==> src/rtl/mem_port_arbiter.sv <==
// mem_port_arbiter
//   Shares one memory port between two requesters. Requester 0 is the multicycle core
//   (fetch/load/store) and requester 1 is the debug/program loader. Accesses are serialized
//   by a small FSM (IDLE -> ISSUE -> [WAIT] -> DONE). The winner's command is captured when
//   it is accepted. Loads wait READ_LATENCY cycles for memory data. The owner receives a
//   one-cycle done pulse together with its read data.
// Ports
//   clk, rst_n              clock, asynchronous active-low reset
//   m0_* / m1_*             requester command inputs (req, we, addr, wdata, funct3)
//                           and completion outputs (done, rdata)
//   mem_write, mem_funct3,  memory command driven from the captured registers
//   mem_write_address,
//   mem_write_data,
//   mem_read_address
//   mem_read_data           memory load data, valid READ_LATENCY cycles after the address
//   busy                    high in every state except IDLE
//   owner                   requester of the current or most recent transaction
module mem_port_arbiter #(
  parameter int unsigned ADDR_W       = 32,
  parameter int unsigned DATA_W       = 32,
  parameter int unsigned READ_LATENCY = 1,
  parameter int unsigned ARB_MODE     = 1
) (
  input  logic              clk,
  input  logic              rst_n,
  input  logic              m0_req,
  input  logic              m0_we,
  input  logic [ADDR_W-1:0] m0_addr,
  input  logic [DATA_W-1:0] m0_wdata,
  input  logic [2:0]        m0_funct3,
  output logic              m0_done,
  output logic [DATA_W-1:0] m0_rdata,
  input  logic              m1_req,
  input  logic              m1_we,
  input  logic [ADDR_W-1:0] m1_addr,
  input  logic [DATA_W-1:0] m1_wdata,
  input  logic [2:0]        m1_funct3,
  output logic              m1_done,
  output logic [DATA_W-1:0] m1_rdata,
  output logic              mem_write,
  output logic [2:0]        mem_funct3,
  output logic [ADDR_W-1:0] mem_write_address,
  output logic [DATA_W-1:0] mem_write_data,
  output logic [ADDR_W-1:0] mem_read_address,
  input  logic [DATA_W-1:0] mem_read_data,
  output logic              busy,
  output logic              owner
);

  localparam logic [2:0] LatCnt = 3'(READ_LATENCY);

  typedef enum logic [1:0] {StIdle, StIssue, StWait, StDone} state_e;

  state_e            state_q, state_d;
  logic              we_q;
  logic              owner_q;
  logic              last_owner_q;
  logic [ADDR_W-1:0] addr_q;
  logic [DATA_W-1:0] wdata_q;
  logic [DATA_W-1:0] rdata_q;
  logic [2:0]        funct3_q;
  logic [2:0]        cnt_q;
  logic              grant1;
  logic              accept;

  assign accept = (state_q == StIdle) && (m0_req || m1_req);

  // grant1 = 1 selects m1. In round-robin mode a tie goes to whoever was not served last.
  always_comb begin
    grant1 = 1'b0;
    if (ARB_MODE == 0) begin
      grant1 = !m0_req && m1_req;
    end else begin
      grant1 = m1_req && (!m0_req || !last_owner_q);
    end
  end

  always_comb begin
    state_d = state_q;
    case (state_q)
      StIdle:  if (m0_req || m1_req) state_d = StIssue;
      StIssue: state_d = we_q ? StDone : StWait;
      StWait:  if (cnt_q == LatCnt) state_d = StDone;
      StDone:  state_d = StIdle;
      default: state_d = StIdle;
    endcase
  end

  always_ff @(posedge clk or negedge rst_n) begin
    if (!rst_n) begin
      state_q      <= StIdle;
      we_q         <= 1'b0;
      owner_q      <= 1'b0;
      last_owner_q <= 1'b1;
      addr_q       <= '0;
      wdata_q      <= '0;
      rdata_q      <= '0;
      funct3_q     <= '0;
      cnt_q        <= '0;
    end else begin
      state_q <= state_d;
      if (accept) begin
        owner_q  <= grant1;
        we_q     <= grant1 ? m1_we     : m0_we;
        addr_q   <= grant1 ? m1_addr   : m0_addr;
        wdata_q  <= grant1 ? m1_wdata  : m0_wdata;
        funct3_q <= grant1 ? m1_funct3 : m0_funct3;
      end
      if (state_q == StIssue) begin
        cnt_q <= 3'd1;
      end
      if (state_q == StWait) begin
        if (cnt_q == LatCnt) begin
          rdata_q <= mem_read_data;
        end else begin
          cnt_q <= cnt_q + 3'd1;
        end
      end
      if (state_q == StDone) begin
        last_owner_q <= owner_q;
      end
    end
  end

  always_comb begin
    mem_write         = (state_q == StIssue) && we_q;
    mem_funct3        = funct3_q;
    mem_write_address = addr_q;
    mem_write_data    = wdata_q;
    mem_read_address  = addr_q;
    busy              = (state_q != StIdle);
    owner             = owner_q;
    m0_done           = (state_q == StDone) && !owner_q;
    m1_done           = (state_q == StDone) && owner_q;
    // Stores return zero data; read data is only visible alongside done.
    m0_rdata          = (m0_done && !we_q) ? rdata_q : '0;
    m1_rdata          = (m1_done && !we_q) ? rdata_q : '0;
  end

endmodule

==> config.mk <==
export PLATFORM = sky130hd
export DESIGN_NAME = mem_port_arbiter
export DESIGN_NICKNAME = d
export VERILOG_FILES = /design/src/rtl/mem_port_arbiter.sv
export SDC_FILE = /design/constraint.sdc
export NUM_CORES = 1
export LEC_CHECK = 0
export BUFFER_PORTS_ARGS = -buffer_cell sky130_fd_sc_hd__buf_2
export CAP_MARGIN = 20
export CORE_AREA = 2 2 134 136
export CTS_CLUSTER_SIZE = 12
export DETAILED_ROUTE_END_ITERATION = 7
export DIE_AREA = 0 0 136 138
export GPL_ROUTABILITY_DRIVEN = 1
export HOLD_SLACK_MARGIN = 0.08
export RECOVER_POWER = 100
export SETUP_SLACK_MARGIN = 0.2
export SYNTH_ARGS = -nofsm -noshare
export SYNTH_HDL_FRONTEND = slang
export SYNTH_SLANG_ARGS = --single-unit
==> constraint.sdc <==
create_clock -name clk -period 2 [get_ports clk]
set_input_delay 0.1 -clock clk [delete_from_list [all_inputs] [get_ports clk]]
set_output_delay 0.1 -clock clk [all_outputs]
set_load 0.02 [all_outputs]
## After elaboration in Yosys (flattened, before gate mapping)

Index checks and enable logic that the tools add are counted.

- Bits of input ports: 172
- Flip-flop bits (word level): 107
- Memories kept: 0
- Output and inout bits: 168
- Bits in latches: 0
- Logic and storage cells: 46
- ROM bits: 0
- Memory bits (writable): 0

- $add $sub $neg: 1
- Magnitude comparators: 0
- $mul: 0
- Eq/ne operators: 6
- Bitwise gates (word level): 0
- Shift operators: 0
- Reductions and logical operators: 17
- Divide/modulo/power cells: 0
- Mux-type cells: 13

Operators by type and width:

| operator | number |
|---|---|
| two-way mux 32 bit | 4 |
| two-way mux 3 bit | 4 |
| case mux 2 bit (4 select lines) | 1 |
| logical AND 1 bit | 7 |
| == test 2 bit (second input constant) | 2 |
| zero test 1 bit | 4 |
| two-way mux 2 bit | 2 |
| AND reduction 2 bit | 2 |
| adder 3 x 1 -> 3 bit (second input constant) | 1 |
| == test 3 x 1 -> 1 bit (second input constant) | 1 |
| == test 2 x 1 -> 1 bit (second input constant) | 1 |
| zero test 2 bit | 1 |
| logical OR 1 bit | 2 |
| two-way mux 1 bit | 2 |
| != test 2 x 1 -> 1 bit (second input constant) | 1 |
| != test 2 bit (second input constant) | 1 |
| nonzero test 2 bit | 1 |

## Longest topological paths before layout

Gate-level depths: netlist (run 1).

- Depth after elaboration: 4
- Gate-level depth with buffers: 8
- Mapped depth without buffers: 5

## Worst setup path before layout (run 1)

OpenSTA, ideal clock, no wires.

- Path type: register to output
- Start point: reg state_q[1]
- End point: out m0_rdata[10]
- Stages on the path, launching flop included: 6
- Setup slack: 0.291 ns
- Buffers on the path: 1
- Data required time: 1.900 ns
- Arrival: 1.609 ns
- Path through: dfrtp_1 -> ha_1 -> nor2b_1 -> and2b_1 -> clkbuf_1 -> and2_1

- Word-level cells in the longest chain between the ends: 4

Ends and longest elaborated chain:

| what | line | RTL |
|---|---|---|
| start: declaration | 54 | `state_e state_q, state_d;` |
| start signal: assignment | 91 | `state_q <= StIdle;` |
| start signal: assignment | 101 | `state_q <= state_d;` |
| == test 2 bit | 133 | `m0_done = (state_q == StDone) && !owner_q;` |
| logical AND 1 bit | 133 |  |
| net m0_done | 31 | `output logic m0_done,` |
| logical AND 1 bit | 136 | `m0_rdata = (m0_done && !we_q) ? rdata_q : '0;` |
| two-way mux 32 bit | 136 |  |
| end: declaration | 32 | `output logic [DATA_W-1:0] m0_rdata,` |

The timed path passes the listed nets, and every way through them passes these cells.

## Worst setup path after layout (run 1)

- Start point: reg state_q[0]
- End point: out m0_rdata[1]

- Word-level cells in the longest chain between the ends: 4

Ends and longest elaborated chain:

| what | line |
|---|---|
| == test 2 bit | 133 |
| logical AND 1 bit | 133 |
| logical AND 1 bit | 136 |
| two-way mux 32 bit | 136 |

Every way passes these cells.

==> impl_metrics.json, run 1 <==
{
  "critical_path_class": "reg -> out",
  "dpl.hpwl_um": 11400,
  "slew_headroom_pct": 30.1,
  "p_seq_share_pct": 34.1,
  "die_x_um": 136,
  "grt_usage_pct": 19.1,
  "holdCritPathClass": "in -> reg",
  "end_kind": "output pin",
  "io_buffer_count": 339,
  "antenna_found_initial": 0,
  "instances_no_fill": 1228,
  "cts_buffers": 9,
  "holdWs_ps": 91.9,
  "post-place-cells": 1036,
  "grt_pass1_wl_um": 28400,
  "rsz0062_at_grt": "true",
  "cts_max_level": 3,
  "mostFrequentLayoutCells": "188 x buf_2, 163 x dlygate4sd3_1, 121 x clkbuf_1",
  "finalSetupViolCount": 0,
  "yosysSeqAreaShare_pct": 49.5,
  "core_area_mm2": 0.0175,
  "synth.distinct_cells": 26,
  "cp_max_fo": 8,
  "tns_ps": 0,
  "placementRows": 49,
  "grt-ovfl-total": 0,
  "cts.path.max_buffers": 2,
  "power_leakage_nw": 4.59,
  "synth_area_per_cell_um2": 10.6,
  "design.die.area_mm2": 0.0188,
  "cts_tree": "done",
  "place.gp.congestion": 0.762,
  "synth_seq_cells": 107,
  "start_util_pct": 30.9,
  "clock_latency_ps": 350,
  "syn_area_mm2": 0.00542,
  "wire_per_inst_um": 15.6,
  "r2r_cells": 6,
  "fin_crit_sh_pct": 93.4,
  "status": "completed",
  "peakVddDrop_mv": 0.587,
  "power.internal_w": 0.00653,
  "switchingPower_w": 0.00536,
  "hold_viol": 0,
  "fp.dieH_um": 138,
  "combPwrFrac_pct": 51.7,
  "dr.pass1.iters": 4,
  "wl_um": 19100,
  "max_freq_mhz": 535,
  "drive_gt1_share_pct": 31.5,
  "antennaDiodeCount": 0,
  "syn_nets": 691,
  "critPathArrivalTime_ps": 1770,
  "nNetsFinal": 1173,
  "syn_to_final_growth_pct": 71.0,
  "worstMarginPinSlew_ps": 1050,
  "grt_max_degree": 58,
  "viasPerCell": 4.43,
  "crit_required_ps": 1900,
  "fin_ws_ps": 133,
  "ios": 340,
  "clockPowerShare_pct": 14.2,
  "drt-initial-drc-count": 152,
  "grt_pass1_vias": 5493,
  "final_common_cell": "buf_2",
  "netSwitchingFraction_pct": 45.1,
  "clk_pin_slew_ps": 70,
  "vias": 5441,
  "drc": 0,
  "cp-start-kind": "flop",
  "cap_violations": 0,
  "hold_depth": 3,
  "cts.sinks": 107,
  "period_minus_slack_ps": 1870,
  "slew_viol_final": 0,
  "powerDensity_mw_per_mm2": 1280,
  "yosysWarnings": 0,
  "antenna_left": 0,
  "dp_slack_ps": 90.9,
  "netlist_instances": 512,
  "finClkSkew_ps": 10.4,
  "root_buffer": "clkbuf_16"
}
## power by group through the flow
| stage | registers [W] | clock network [W] | logic, W |
|---|---|---|---|
| floorplan | 0.00462 | 0 | 0.00337 |
| global placement | 0.00396 | 0 | 0.00572 |
| detailed placement | 0.00399 | 0 | 0.00580 |
| CTS | 0.00397 | 0.00176 | 0.00622 |
| global route | 0.00416 | 0.00184 | 0.00666 |
| finish | 0.00405 | 0.00169 | 0.00615 |
## final timing paths
kind                                            from                          endpoint  slack, ps
min                                      m1_wdata[7]     mem_write_data[7]$_DFFE_PN0P_         90
max                           state_q[0]$_DFFE_PN0P_                       m0_rdata[1]        130
max reg2reg                   state_q[0]$_DFFE_PN0P_           rdata_q[22]$_DFFE_PN0P_        200
max in group asynchronous                      rst_n  mem_read_address[26]$_DFFE_PN0P_        370
min reg2reg                mem_funct3[2]$_DFFE_PN0P_         mem_funct3[2]$_DFFE_PN0P_        480
min in group asynchronous                      rst_n         mem_funct3[1]$_DFFE_PN0P_        470
## what timing repair did
item / in CTS / in global routing
cloned: 3 / 1
gates resized for setup: 22 / 57
buffers inserted: 2 / 7
setup endpoints to repair: 64 / 102
endpoints found under the hold margin: 133 / 0
pin swaps: 1 / 9
hold buffers: 163 / 0
## Yosys cell counts
library cell,instances,area share [%]
nor3_1,1,0.092
a221oi_1,1,0.16
nor2b_1,1,0.12
mux2_2,33,6.9
dfrtp_1,106,49
inv_1,6,0.42
o21ai_0,62,5.7
dfstp_2,1,0.49
and2_1,65,7.5
nand3b_1,1,0.14
o21ai_1,9,0.83
nand2b_1,3,0.35
buf_4,38,5.3
buf_2,8,0.74
nand2_1,72,5.0
ha_1,7,1.6
a21bo_2,1,0.18
buf_6,3,0.62
and2b_1,1,0.14
clkbuf_1,15,1.0
mux2i_1,70,13
nor2_1,4,0.28
o31ai_1,1,0.14
a2bb2oi_1,1,0.16
nand3_1,1,0.092
a22oi_1,1,0.14
## final cells by class
class | count | area [µm²]
clock buffer | 11 | 243
clock inverter | 5 | 37.5
fill | 1585 | 8270
inverter | 6 | 22.5
multi-input combinational | 338 | 2390
sequential | 107 | 2680
tap | 229 | 287
timing repair buffer | 532 | 3610
## sequential cells by signal, summed over array words and instances (netlist names)
signal	count
owner	1
mem_write_data	32
we_q	1
last_owner_q	1
mem_funct3	3
rdata_q	32
mem_read_address	32
cnt_q	3
state_q	2
## critical path, stage by stage, from the launching register on
cell	delay (ps)
dfrtp_1	400
ha_4	160
nor2b_4	210
and2b_2	310
and2_1	180
buf_4	150
## per-layer routing
| metal | global-route usage, % | routed length [µm] |
|---|---|---|
| met1 | 22.6 | 7730 |
| met2 | 33.5 | 9580 |
| met3 | 3.96 | 1440 |
| met4 | 7.29 | 384 |
| met5 | 0 | 0 |
## kinds of logic after synthesis
| logic type | Yosys count | share of synthesized area (%) |
|---|---|---|
| and+or+nand+nor | 149 | 13.7 |
| AOI/OAI and AO/OA | 76 | 7.35 |
| adders and majority gates | 7 | 1.62 |
| buffers and inverters | 70 | 8.08 |
| muxes | 103 | 19.8 |
| DFF | 107 | 49.5 |
## through the flow
stage	total power [W]	utilization, %	area [µm²]
floorplan	0.00799	-	5420
global route	0.0127	52.8	9260
CTS	0.0120	52.7	9250
detailed placement	0.00978	41.3	7240
finish	0.0119	52.8	9260
global placement	0.00969	41.3	7240
(Power assumes the default switching activity.)
==> inputs of run 2 (changes only) <==
- CORE_AREA: 2 2 134 136 -> 2 2 132 134
- DIE_AREA: 0 0 136 138 -> 0 0 134 136
- PLACE_DENSITY: default -> 0.66
- clock period: 2 -> 1.6 ns (I/O delays scaled with it)
==> impl_metrics.json, run 2 (synthesis gave the netlist of run 1 again) <==
{
  "status": "finished, violations left",
  "violations": "setup timing",
  "slowest_delay_ps": 410,
  "final_common_cell": "buf_2",
  "dr.pass1.iters": 4,
  "wl_um": 23600,
  "cts_max_level": 3,
  "cp_max_fo": 16,
  "clk_pin_slew_ps": 70,
  "hold_viol": 0,
  "critPathArrivalTime_ps": 1720,
  "final_util_pct": 64.3,
  "cp-start-kind": "flop",
  "antennaDiodeCount": 0,
  "slew_viol_final": 0,
  "grt_max_degree": 44,
  "cts.sinks": 107,
  "wire_per_inst_um": 18.7,
  "drt-initial-drc-count": 210,
  "grt_usage_pct": 23.3,
  "ios": 340,
  "crit_required_ps": 1520,
  "die_x_um": 134,
  "core_area_mm2": 0.0169,
  "cts_buffers": 9,
  "ff_latch_area_mm2": 0.00268,
  "power_leakage_nw": 5.54,
  "fin_ws_ps": -196,
  "cts.path.max_buffers": 2,
  "dp_slack_ps": -121,
  "crit_family": "simple AND/OR/NAND/NOR gates",
  "start_util_pct": 32.1,
  "holdCritPathClass": "in -> reg",
  "viasPerCell": 4.77,
  "placementRows": 48,
  "grt_pass1_vias": 5854,
  "peakVddDrop_mv": 0.906,
  "drive_gt1_share_pct": 55.1,
  "vias": 6028,
  "place.gp.congestion": 0.797,
  "end_kind": "output pin",
  "critical_path_class": "reg -> out",
  "cp_cell_sequence": "ha_4 -> nand2_4 -> nor2_4 -> clkbuf_16 -> and2_1 -> buf_6",
  "finalSetupViolCount": 167,
  "grt-ovfl-total": 0,
  "design.die.area_mm2": 0.0182,
  "mostFrequentLayoutCells": "271 x buf_2, 169 x dlygate4sd3_1, 105 x dfrtp_1",
  "holdWs_ps": 386,
  "root_buffer": "clkbuf_16",
  "powerDensity_mw_per_mm2": 1710,
  "period_minus_slack_ps": 1800,
  "syn_to_final_growth_pct": 100,
  "rsz0062_at_grt": "true",
  "clock_latency_ps": 350,
  "dpl.hpwl_um": 11700,
  "finClkSkew_ps": 10.5,
  "nNetsFinal": 1213,
  "cts_tree": "done",
  "slew_headroom_pct": 38.3,
  "max_freq_mhz": 557,
  "worstMarginPinSlew_ps": 925,
  "multi_input_area_mm2": 0.00280,
  "antenna_found_initial": 0,
  "drc": 0,
  "cap_violations": 0,
  "n_fill_cell": 1195,
  "crit_buf_inv": 2,
  "grt_pass1_wl_um": 32600,
  "antenna_left": 0,
  "io_buffer_count": 339,
  "fp.dieH_um": 136,
  "fin_crit_sh_pct": 112,
  "cp_slowest_cell": "dfrtp_2"
}
## run 2: routing by layer
layer,GRT usage [%],routed length (µm),vias up
met5,0,0,-
met4,11.0,775,0
met3,4.96,1680,50
met2,40.7,12200,342
met1,27.4,8980,2891
li1,-,-,2745
## run 2: layout make-up
cell class	instances	area share, %
clock buffers	11	2.24
clock inverters	5	0.357
inverters	6	0.300
multi-input cells	340	25.8
flip-flops and latches	107	24.7
well taps	225	2.59
repair buffers	570	44.1
## run 2: worst min-delay path: stages
cell and delay (ps):
buf_2 200, nor2_1 110, a22oi_2 210, a2bb2oi_1 90
## run 2: what timing repair did
action / in CTS / in global routing
gates resized for setup: 147 / 184
hold buffers: 169 / 0
setup endpoints to repair: 144 / 171
setup buffers: 12 / 12
cloned: 18 / 6
endpoints found under the hold margin: 140 / 0
pin swaps: 25 / 41
## run 2: stage by stage
step | cell area, µm² | power (W) | instances | setup TNS, ps
finish | 10900 | 0.0185 | 1264 | -16400
global route | 10900 | 0.0194 | 1264 | -26990
CTS | 10200 | 0.0170 | 1246 | -12800
detailed placement | 7330 | 0.0126 | 1031 | -3550
global placement | 7330 | 0.0124 | 1031 | -931
floorplan | 5600 | 0.0104 | 512 | 0
## run 2: final timing paths
kind                       slack (ps)  cells after the start                     startpoint                          endpoint
hold / removal                    390                      4                         m1_req            state_q[0]$_DFFE_PN0P_
setup reg to reg                 -130                      6         state_q[1]$_DFFE_PN0P_           rdata_q[28]$_DFFE_PN0P_
setup / recovery                 -200                      6         state_q[1]$_DFFE_PN0P_                      m1_rdata[14]
max in group asynchronous         300                      3                          rst_n          last_owner_q$_DFFE_PN1N_
hold reg to reg                   470                      2  mem_write_data[2]$_DFFE_PN0P_     mem_write_data[2]$_DFFE_PN0P_
min in group asynchronous         400                      2                          rst_n  mem_read_address[25]$_DFFE_PN0P_
## run 2: power breakdown
group          internal, W  total, W  switching (W)  leakage [nW]
logic              0.00547    0.0113        0.00581          4.11
registers          0.00404   0.00516        0.00112          1.30
clock network      0.00111   0.00210       0.000997         0.136
total               0.0106    0.0185        0.00793          5.54
